--- config.mk ---
export PLATFORM = sky130hd
export DESIGN_NAME = fetch_queue
export DESIGN_NICKNAME = d
export VERILOG_FILES = /design/src/rtl/fetch_queue_pkg.sv /design/src/rtl/fq_ram.sv /design/src/rtl/fetch_queue.sv
export SDC_FILE = /design/constraint.sdc
export NUM_CORES = 1
export LEC_CHECK = 0
export CAP_MARGIN = 40
export CORE_MARGIN = 4
export CORE_UTILIZATION = 45
export CTS_CLUSTER_DIAMETER = 30
export DETAILED_ROUTE_END_ITERATION = 10
export PLACE_DENSITY_LB_ADDON = 0.1
export REMOVE_ABC_BUFFERS = 1
export SLEW_MARGIN = 10
export SYNTH_ARGS = -nofsm -noshare
export SYNTH_HDL_FRONTEND = slang
export SYNTH_SLANG_ARGS = --single-unit
--- constraint.sdc ---
create_clock -name clk -period 14.6 [get_ports clk]
set_input_delay 4.38 -clock clk [delete_from_list [all_inputs] [get_ports clk]]
set_output_delay 4.38 -clock clk [all_outputs]
set_load 0.005 [all_outputs]
--- src/rtl/fetch_queue_pkg.sv ---
// Shared widths, reset PC, PC increment and FSM encodings for the fetch queue.
package fetch_queue_pkg;

  localparam int INST_ADDR_BUS_W = 32;
  localparam int INST_BUS_W      = 32;

  localparam logic [31:0] RESET_PC_DEFAULT = 32'h0000_0000;
  localparam int          PC_INC           = 4;

  typedef enum logic {
    FQ_RUN   = 1'b0,
    FQ_REDIR = 1'b1
  } fq_state_e;

endpackage

--- src/rtl/fq_ram.sv ---
// DEPTH-entry register array for (pc, inst) pairs: one write port, one async read port.
module fq_ram #(
  parameter int DEPTH = 4,
  parameter int W     = 64
) (
  input  logic                     clk,
  input  logic                     we_i,
  input  logic [$clog2(DEPTH)-1:0] waddr_i,
  input  logic [W-1:0]             wdata_i,
  input  logic [$clog2(DEPTH)-1:0] raddr_i,
  output logic [W-1:0]             rdata_o
);

  logic [W-1:0] mem_q [DEPTH];

  always_ff @(posedge clk) begin
    if (we_i) begin
      mem_q[waddr_i] <= wdata_i;
    end
  end

  assign rdata_o = mem_q[raddr_i];

endmodule

--- src/rtl/fetch_queue.sv ---
// Instruction-fetch front end: prefetch queue between the ROM and ID with delay-slot branch redirect.
// Optional FETCH_QUEUE_PERF_EN adds saturating flush / empty-cycle counters.
module fetch_queue
  import fetch_queue_pkg::*;
#(
  parameter int                ADDR_W   = INST_ADDR_BUS_W,
  parameter int                INST_W   = INST_BUS_W,
  parameter int                DEPTH    = 4,
  parameter logic [ADDR_W-1:0] RESET_PC = ADDR_W'(RESET_PC_DEFAULT)
) (
  input  logic                     clk,
  input  logic                     rst,
  input  logic                     stall_i,
  input  logic                     branch_flag_i,
  input  logic [ADDR_W-1:0]        branch_target_address_i,
  input  logic [INST_W-1:0]        rom_data_i,
  output logic [ADDR_W-1:0]        rom_addr_o,
  output logic                     rom_ce_o,
  output logic [ADDR_W-1:0]        id_pc_o,
  output logic [INST_W-1:0]        id_inst_o,
  output logic                     id_valid_o,
  output logic [$clog2(DEPTH):0]   count_o
`ifdef FETCH_QUEUE_PERF_EN
  ,
  output logic [31:0]              perf_flush_o,
  output logic [31:0]              perf_empty_o
`endif
);

  localparam int PTR_W = $clog2(DEPTH);
  localparam int CNT_W = PTR_W + 1;
  localparam int ENT_W = ADDR_W + INST_W;
  localparam logic [ADDR_W-1:0] PC_STEP = ADDR_W'(PC_INC);

  logic [PTR_W-1:0]  rd_ptr_q, rd_ptr_d, wr_ptr_q, wr_ptr_d;
  logic [CNT_W-1:0]  count_q, count_d;
  logic              inflight_q, inflight_d;
  logic [ADDR_W-1:0] inflight_pc_q, inflight_pc_d;
  logic [ADDR_W-1:0] fetch_pc_q, fetch_pc_d;
  logic [ADDR_W-1:0] redir_tgt_q, redir_tgt_d;
  fq_state_e         state_q, state_d;

  logic [ENT_W-1:0]  head_ent;
  logic [ADDR_W-1:0] head_pc, delay_pc;
  logic [INST_W-1:0] head_inst;
  logic              valid, pop, push, issue;
  logic [CNT_W:0]    occ_next;
  logic              br_take, br_queued, br_inflight, br_unissued, kill_issue;

  fq_ram #(.DEPTH(DEPTH), .W(ENT_W)) u_ram (
    .clk     (clk),
    .we_i    (push),
    .waddr_i (wr_ptr_q),
    .wdata_i ({inflight_pc_q, rom_data_i}),
    .raddr_i (rd_ptr_q),
    .rdata_o (head_ent)
  );

  assign head_pc   = head_ent[ENT_W-1:INST_W];
  assign head_inst = head_ent[INST_W-1:0];
  assign delay_pc  = head_pc + PC_STEP;

  assign valid    = (count_q != '0);
  assign pop      = valid && !stall_i;
  assign occ_next = {1'b0, count_q} + {{CNT_W{1'b0}}, inflight_q} - {{CNT_W{1'b0}}, pop};
  assign issue    = !rst && (occ_next < (CNT_W+1)'(DEPTH));

  // The delay slot (head+4) is the next entry in sequence: queue, then in-flight, then unissued.
  assign br_take     = branch_flag_i && pop;
  assign br_queued   = br_take && (count_q >= CNT_W'(2));
  assign br_inflight = br_take && (count_q == CNT_W'(1)) && inflight_q;
  assign br_unissued = br_take && (count_q == CNT_W'(1)) && !inflight_q;

  // A same-cycle issue is wrong-path unless it is itself fetching the delay slot.
  assign kill_issue = br_queued || br_inflight || (br_unissued && (fetch_pc_q != delay_pc));
  assign push       = inflight_q && !br_queued;

  always_comb begin
    rd_ptr_d      = rd_ptr_q + PTR_W'(pop);
    wr_ptr_d      = wr_ptr_q + PTR_W'(push);
    count_d       = count_q + CNT_W'(push) - CNT_W'(pop);
    inflight_d    = issue && !kill_issue;
    inflight_pc_d = issue ? fetch_pc_q : inflight_pc_q;
    fetch_pc_d    = issue ? fetch_pc_q + PC_STEP : fetch_pc_q;
    redir_tgt_d   = redir_tgt_q;
    state_d       = state_q;

    if (state_q == FQ_REDIR && issue) begin
      fetch_pc_d = redir_tgt_q;
      state_d    = FQ_RUN;
    end

    if (br_queued) begin
      wr_ptr_d   = rd_ptr_q + PTR_W'(1) + PTR_W'(1);
      count_d    = CNT_W'(1);
      fetch_pc_d = branch_target_address_i;
    end else if (br_inflight) begin
      fetch_pc_d = branch_target_address_i;
    end else if (br_unissued) begin
      if (issue && (fetch_pc_q == delay_pc)) begin
        fetch_pc_d = branch_target_address_i;
      end else begin
        fetch_pc_d  = delay_pc;
        redir_tgt_d = branch_target_address_i;
        state_d     = FQ_REDIR;
      end
    end
  end

  always_ff @(posedge clk) begin
    if (rst) begin
      rd_ptr_q      <= '0;
      wr_ptr_q      <= '0;
      count_q       <= '0;
      inflight_q    <= 1'b0;
      inflight_pc_q <= '0;
      fetch_pc_q    <= RESET_PC;
      redir_tgt_q   <= '0;
      state_q       <= FQ_RUN;
    end else begin
      rd_ptr_q      <= rd_ptr_d;
      wr_ptr_q      <= wr_ptr_d;
      count_q       <= count_d;
      inflight_q    <= inflight_d;
      inflight_pc_q <= inflight_pc_d;
      fetch_pc_q    <= fetch_pc_d;
      redir_tgt_q   <= redir_tgt_d;
      state_q       <= state_d;
    end
  end

  assign rom_ce_o   = issue;
  assign rom_addr_o = fetch_pc_q;
  assign id_valid_o = valid;
  assign id_pc_o    = valid ? head_pc : '0;
  assign id_inst_o  = valid ? head_inst : '0;
  assign count_o    = count_q;

`ifdef FETCH_QUEUE_PERF_EN
  logic [31:0]    perf_flush_q, perf_empty_q;
  logic [CNT_W:0] flush_n;
  logic [32:0]    flush_sum;

  always_comb begin
    flush_n = '0;
    if (br_queued) begin
      flush_n = {1'b0, count_q} - (CNT_W+1)'(2) + (CNT_W+1)'(inflight_q);
    end
    if (issue && kill_issue) begin
      flush_n = flush_n + (CNT_W+1)'(1);
    end
  end

  assign flush_sum = {1'b0, perf_flush_q} + 33'(flush_n);

  always_ff @(posedge clk) begin
    if (rst) begin
      perf_flush_q <= '0;
      perf_empty_q <= '0;
    end else begin
      perf_flush_q <= flush_sum[32] ? 32'hFFFF_FFFF : flush_sum[31:0];
      if (!valid && (perf_empty_q != 32'hFFFF_FFFF)) begin
        perf_empty_q <= perf_empty_q + 32'd1;
      end
    end
  end

  assign perf_flush_o = perf_flush_q;
  assign perf_empty_o = perf_empty_q;
`endif

endmodule

==> metrics, run 1 <==
port bufs 168; Clock Power Share between 30 and 40%; Post-CTS Resized 0; CTS buffer count 80; DRT iter0 DRCs 787; Residual DRC 0; worst path arrival time 6.83 ns; initial antenna violation count 2; combinational family with the most area after synthesis multiplexers; DRT antenna net count 0; worst-margin pin slew between 0.8 and 0.9 ns; Hold Fails Final Rpt 0; share of layout cells above drive strength 1 ~16%; hold crit path type flop to flop; Adder-Cell Fraction of Synth Area less than 1%; setup_tns 0 ns; WL/cell ~24 microns; Worst EP required slightly above 10 ns; mux cell area share after synthesis a little over an eighth; RSZ-0062 raised after global routing false; GRT busiest layer met2; DP Area ~19000 sq um; clock-pin slew on the worst setup and hold paths 0.04 ns; worst relative slew slack approximately 44%; static leakage between 7 and 8 nW; Initial Utilization between 40 and 50%; # hold bufs at CTS 0; DRT Pass-1 Iters 7; crit end category primary output; Main synth FF type edfxtp_1; vias in the first global route 12800; Design Area, Final around 22000 sq um; fin. max-slew vios 0; largest fanout on the critical path 3; wirelength, routed between 50 and 60 mm; Vias ~12000; synthesis-stage register bit count between 300 and 400; Synth Area in Compound Gates just under 8%; R2R depth 15; Synth async-reset ratio 0%; endpoints failing setup 0; clock root buffer clkbuf_16; row cnt 71; largest net degree at the start of global routing between 50 and 60; max-cap violations 0; buffers from clock root to sink, at most 3; nets 1619; simple-gate area share of the yosys netlist between 10% and 20%; area growth from synthesis to layout 29.6%; HPWL after DPL 33.2 mm; met3 GRT Util just under 6%; Max IR drop VDD around 0.13 mV; distinct cell type count after synthesis 85; WHS Path Cells 2; CTS tree yes; Die Wd 204 microns; internal power approximately 3.3 mW; Clock Skews 0.0238 ns; sw frac 31.9%; Sink Count ~360; first-pass GRT wire length about 77 mm; Post-CTS Setup Repair Bufs 0; Die H about 200 microns; Switch Pwr approximately 1.5 mW; Via density 5.75; core footprint between 30000 and 40000 sq um; Final Cycle Share 76.8%; max frequency a little under 0.09 GHz; Post-synth EDFFs 256; Pwr Density approximately 210 nW/um^2; Post-Syn Area per Cell between 10 and 15 sq um; WS Path Type input port to primary output; Mapped Cells about 1400; Final Wtd Congestion 0.960; H-tree levels 3; CP Launch Type input port; grt total ovfl 0; die area ~42000 sq um; latest clock arrival within the worst-skew pair about 0.60 ns; Final Critical Period 11.21 ns; sequential area share after synthesis roughly 57%; met2 Resource Use GR about two fifths; utilization after layout roughly three fifths; run status finished clean; Synth Cell Area about 17000 sq um; Synth warnings 0; Tot GR Track Use around a quarter; met1 Resource Use GR about 33%; combinational fraction of design power between 30 and 40%; XOR/XNOR Fraction of Synth Area under 10%; Flop pwr share 29.2%; io pins about 170
## stage by stage
stage | setup slack (ns) | hold slack, ns | power [mW] | instances
CTS | 3.36 | 0.495 | 4.82 | 2119
floorplan | 2.86 | 0.455 | 2.25 | 1262
global route | 3.20 | 0.517 | 5.01 | 2119
finish | 3.39 | 0.491 | 4.78 | 2121
detailed placement | 3.37 | 0.479 | 2.90 | 1969
global placement | 3.40 | 0.470 | 2.88 | 1965
## power groups by stage
stage | logic, mW | registers (mW) | clock network [mW]
floorplan | 0.860 | 1.39 | 0
global placement | 1.48 | 1.41 | 0
detailed placement | 1.49 | 1.41 | 0
CTS | 1.50 | 1.40 | 1.93
global route | 1.61 | 1.42 | 1.98
finish | 1.49 | 1.39 | 1.90
## synth_stat cells, types with 12 or more instances
cell,instances,area [sq um]
a21oi_1,40,200
and2_1,71,444
and3_1,19,119
and4_1,12,105
clkbuf_1,57,214
dfxtp_1,105,2100
edfxtp_1,256,7690
inv_1,31,116
mux2i_1,85,851
mux4_2,64,1440
nand2_1,64,240
nand3_1,34,170
nand4_1,23,144
nor2_1,143,537
nor3_1,14,70.1
o21ai_0,27,135
xnor2_1,44,385
xor2_1,27,236
## final cells by class
| cell class | instances | area (sq um) |
|---|---|---|
| fill | 3033 | 15400 |
| sequential | 361 | 9800 |
| multi-input combinational | 870 | 6990 |
| clock buffer | 90 | 2100 |
| timing repair buffer | 196 | 1940 |
| clock inverter | 60 | 817 |
| tap | 511 | 639 |
| inverter | 31 | 116 |
| antenna | 2 | 5.00 |
## path summary, 6_finish.rpt
kind / start / to / slack (ns)
min reg2reg: redir_tgt_q[6] / redir_tgt_q[6] / 0.49
max reg2reg: rd_ptr_q[0] / rom_addr_o[26] / 8.03
max: stall_i / rom_ce_o / 3.39
min: redir_tgt_q[6] / redir_tgt_q[6] / 0.49
## kinds of logic (layout without fill, tap and decap cells)
kind of cell | after synthesis | in the layout
DFF | 361 | 361
xor gates and xnor gates | 76 | 76
muxes | 154 | 154
other | 0 | 2
AOI/OAI and AO/OA | 190 | 190
buffers and inverters | 119 | 377
and+or+nand+nor | 439 | 439
adders and majority gates | 11 | 11
## cells in the final DEF, fill, tap and decap left out, types with 7 or more instances in the layout
cell type,instances
edfxtp_1,256
clkdlybuf4s50_1,167
nor2_1,141
dfxtp_1,103
mux2i_1,85
clkbuf_16,81
and2_1,71
mux4_2,64
nand2_1,63
xnor2_1,44
a21oi_1,40
nand3_1,34
inv_1,29
o21ai_0,27
xor2_1,27
buf_4,25
nand4_1,23
and3_1,18
bufinv_16,14
nor3_1,13
and4_1,12
inv_6,12
a211oi_1,11
a221oi_1,11
clkinvlp_4,11
a31oi_1,10
a211o_1,10
ha_1,10
nor4_1,9
clkinv_1,9
nor2b_1,7
o22ai_1,7
clkinv_2,7
## flip-flops by register name, summed over array words and instances, names as in the netlist
register and cells:
count_o 3, inflight_pc_q 32, inflight_q 1, rd_ptr_q 2, redir_tgt_q 32, rom_addr_o 32, state_q 1, u_ram.mem_q 256
wr_ptr_q 2
## worst max-delay path, stage by stage
cell and delay (ns):
clkdlybuf4s50_1 0.43, nor2_1 0.20, ha_1 0.18, inv_1 0.04
ha_1 0.25, and3b_1 0.18, or3_1 0.35, a21oi_1 0.16
o21bai_2 0.11, inv_2 0.06, clkdlybuf4s50_1 0.49
## layer usage
layer / part of all wire, % / up-vias
li1: - / 5558
met3: 6.4 / 78
met2: 48 / 377
met4: 2.0 / 2
met1: 44 / 6183
met5: 0.026 / -
Power figures use the tool's default switching activity.
==> run 2: changes to the inputs <==
clock period = 11 ns   (was 14.6 ns; I/O delays follow)
==> run 2 against run 1 <==
  * Setup slack worse by 1.5 ns
  * Register-to-register slack lost 3.7 ns
  * First-iteration DRC count rose by 7.0%
  * Power increased by 28%
  * Cell count fell by 0.52%
  * Clock skew is 0.0067 ns higher
==> metrics, run 2 (synthesized netlist as in run 1, its figures left out) <==
Vias roughly 12000; Biggest register u_ram.mem_q; Flop pwr share between 30% and 40%; combinational fraction of design power 32.3%; latest clock arrival within the worst-skew pair roughly 0.61 ns; largest fanout on the critical path 3; initial antenna violation count 1; io pins 169; CP bufs+invs 4; RSZ-0062 raised after global routing false; hold crit path type flop to flop; WHS Path Cells 2; crit-path cells clkdlybuf4s50_1 -> nor2_1 -> ha_1 -> inv_1 -> ha_1 -> and3b_1 -> or3_1 -> a21oi_1 -> o21bai_2 -> inv_2 -> clkdlybuf4s50_1; nets roughly 1600; R2R depth 13; CP Depth 11; sw frac about 33%; clock-pin slew on the worst setup and hold paths 0.05 ns; CTS tree yes; Final Wtd Congestion 0.949; Initial Utilization between 40% and 50%; DP Area just under 20000 sq um; WS Path Type input port to primary output; Residual DRC 0; first-pass GRT wire length between 70 and 80 mm; buffers from clock root to sink, at most 3; multi-input combinational cell area approximately 7000 sq um; internal power around 4.1 mW; Die Wd 204 microns; largest net degree at the start of global routing 66; DRT iter0 DRCs between 800 and 900; CP Launch Type input port; Switch Pwr a little over 2 mW; worst-path cell with the longest stage delay clkdlybuf4s50_1; worst-margin pin slew around 0.81 ns; worst path arrival time slightly below 6 ns; Clock Power Share roughly 38%; Final Critical Period a little over 9 ns; grt total ovfl 0; Total Power 6.12 mW; max reg flops 256; max frequency between 0.1 and 0.15 GHz; Clock Skews 0.0305 ns; FF+latch area 9800 sq um; worst relative slew slack between 40% and 50%; area growth from synthesis to layout 28.1%; share of layout cells above drive strength 1 between 10% and 20%; Post-CTS Setup Repair Bufs 0; Setup WS post-layout about 1.9 ns; Sink Count ~360; setup_tns 0 ns; clock root buffer clkbuf_16; HPWL after DPL between 30 and 40 mm; Hold Slack about 0.5 ns; Design Area, Final between 20000 and 25000 sq um; family with the most delay on the worst path buffers and inverters; crit end category primary output; CTS buffer count 75; max-cap violations 0; WL/cell 23.6 microns; wirelength, routed around 50 mm; Via density 5.74; crit-path max cell delay 0.49 ns; pre-CTS setup slack about 1.9 ns; # hold bufs at CTS 0; Final Cycle Share between 80% and 90%; DRT antenna net count 0; Max IR drop VDD ~0.18 mV; Layout fillers between 3000 and 4000; row cnt 71; fin. max-slew vios 0; endpoints failing setup 0; static leakage 7.73 nW; die area approximately 42000 sq um; Worst EP required slightly below 8 ns; core footprint about 38000 sq um; most common cell after layout, fill and taps aside edfxtp_1; port bufs around 170; Pwr Density approximately 280 nW/um^2; most frequent cells in the layout edfxtp_1, clkdlybuf4s50_1, nor2_1; Tot GR Track Use between 20% and 30%; run status finished clean; H-tree levels 3; DRT Pass-1 Iters 5; Hold Fails Final Rpt 0; vias in the first global route roughly 12000; Post-CTS Resized 0; Die H around 200 microns
-- run 2: cell count changes in the layout (fill, tap and decap cells not counted) --
cell | before | now
bufinv_16 | 14 | 9
clkbuf_16 | 81 | 75
clkbuf_8 | 4 | 2
clkinv_1 | 9 | 5
clkinv_16 | 3 | 4
clkinv_2 | 7 | 6
clkinv_4 | 2 | 6
clkinv_8 | 2 | 3
clkinvlp_4 | 11 | 13
inv_6 | 12 | 11
-- run 2: worst register-to-register path, cell delays in order, from the launching register on --
cell       delay [ns]
dfxtp_4          0.70
buf_4            0.51
buf_4            0.56
mux4_2           0.57
and4_1           0.46
nand4_4          0.27
o311a_1          0.48
nand4b_1         0.20
a2111oi_0        0.67
nand4_1          0.35
nor4_4           0.60
buf_4            0.46
a21o_1           0.52
a221oi_1         0.18
-- run 2: path summary, 6_finish.rpt --
check	from	endpoint	slack (ns)
max	stall_i	rom_ce_o	1.90
min	redir_tgt_q[6]	redir_tgt_q[6]	0.49
max reg2reg	rd_ptr_q[0]	rom_addr_o[3]	4.35
min reg2reg	redir_tgt_q[6]	redir_tgt_q[6]	0.49
-- run 2: metal layers --
| layer | share of wire, % | vias to the layer above | global-route usage (%) | wire (microns) |
|---|---|---|---|---|
| met1 | 42 | 6100 | 31.7 | 21100 |
| met5 | 0 | - | 0 | 0 |
| met2 | 48 | 406 | 38.6 | 23900 |
| met3 | 7.5 | 82 | 6.57 | 3720 |
| li1 | - | 5531 | - | - |
| met4 | 1.9 | 0 | 6.53 | 937 |
-- run 2: per-stage QoR --
stage | util [%] | cells
global route | 58.6 | 2108
CTS | 58.6 | 2108
finish | 58.6 | 2110
detailed placement | 51.6 | 1969
global placement | 51.4 | 1965
floorplan | - | 1262
-- run 2: layout make-up --
cell class | count | area share [%]
multi-input combinational | 870 | 31.6
tap | 511 | 2.89
antenna | 2 | 0.0226
sequential | 361 | 44.2
clock buffer | 82 | 8.69
clock inverter | 57 | 3.32
timing repair buffer | 196 | 8.76
inverter | 31 | 0.526
-- run 2: power by group through the flow --
stage	Sequential, mW	Combinational, mW	Clock (mW)
2_1_floorplan	1.84	1.14	0
3_3_place_gp	1.86	1.97	0
3_5_place_dp	1.87	1.98	0
4_1_cts	1.84	1.99	2.34
5_1_grt	1.86	2.14	2.42
6_report	1.84	1.98	2.30
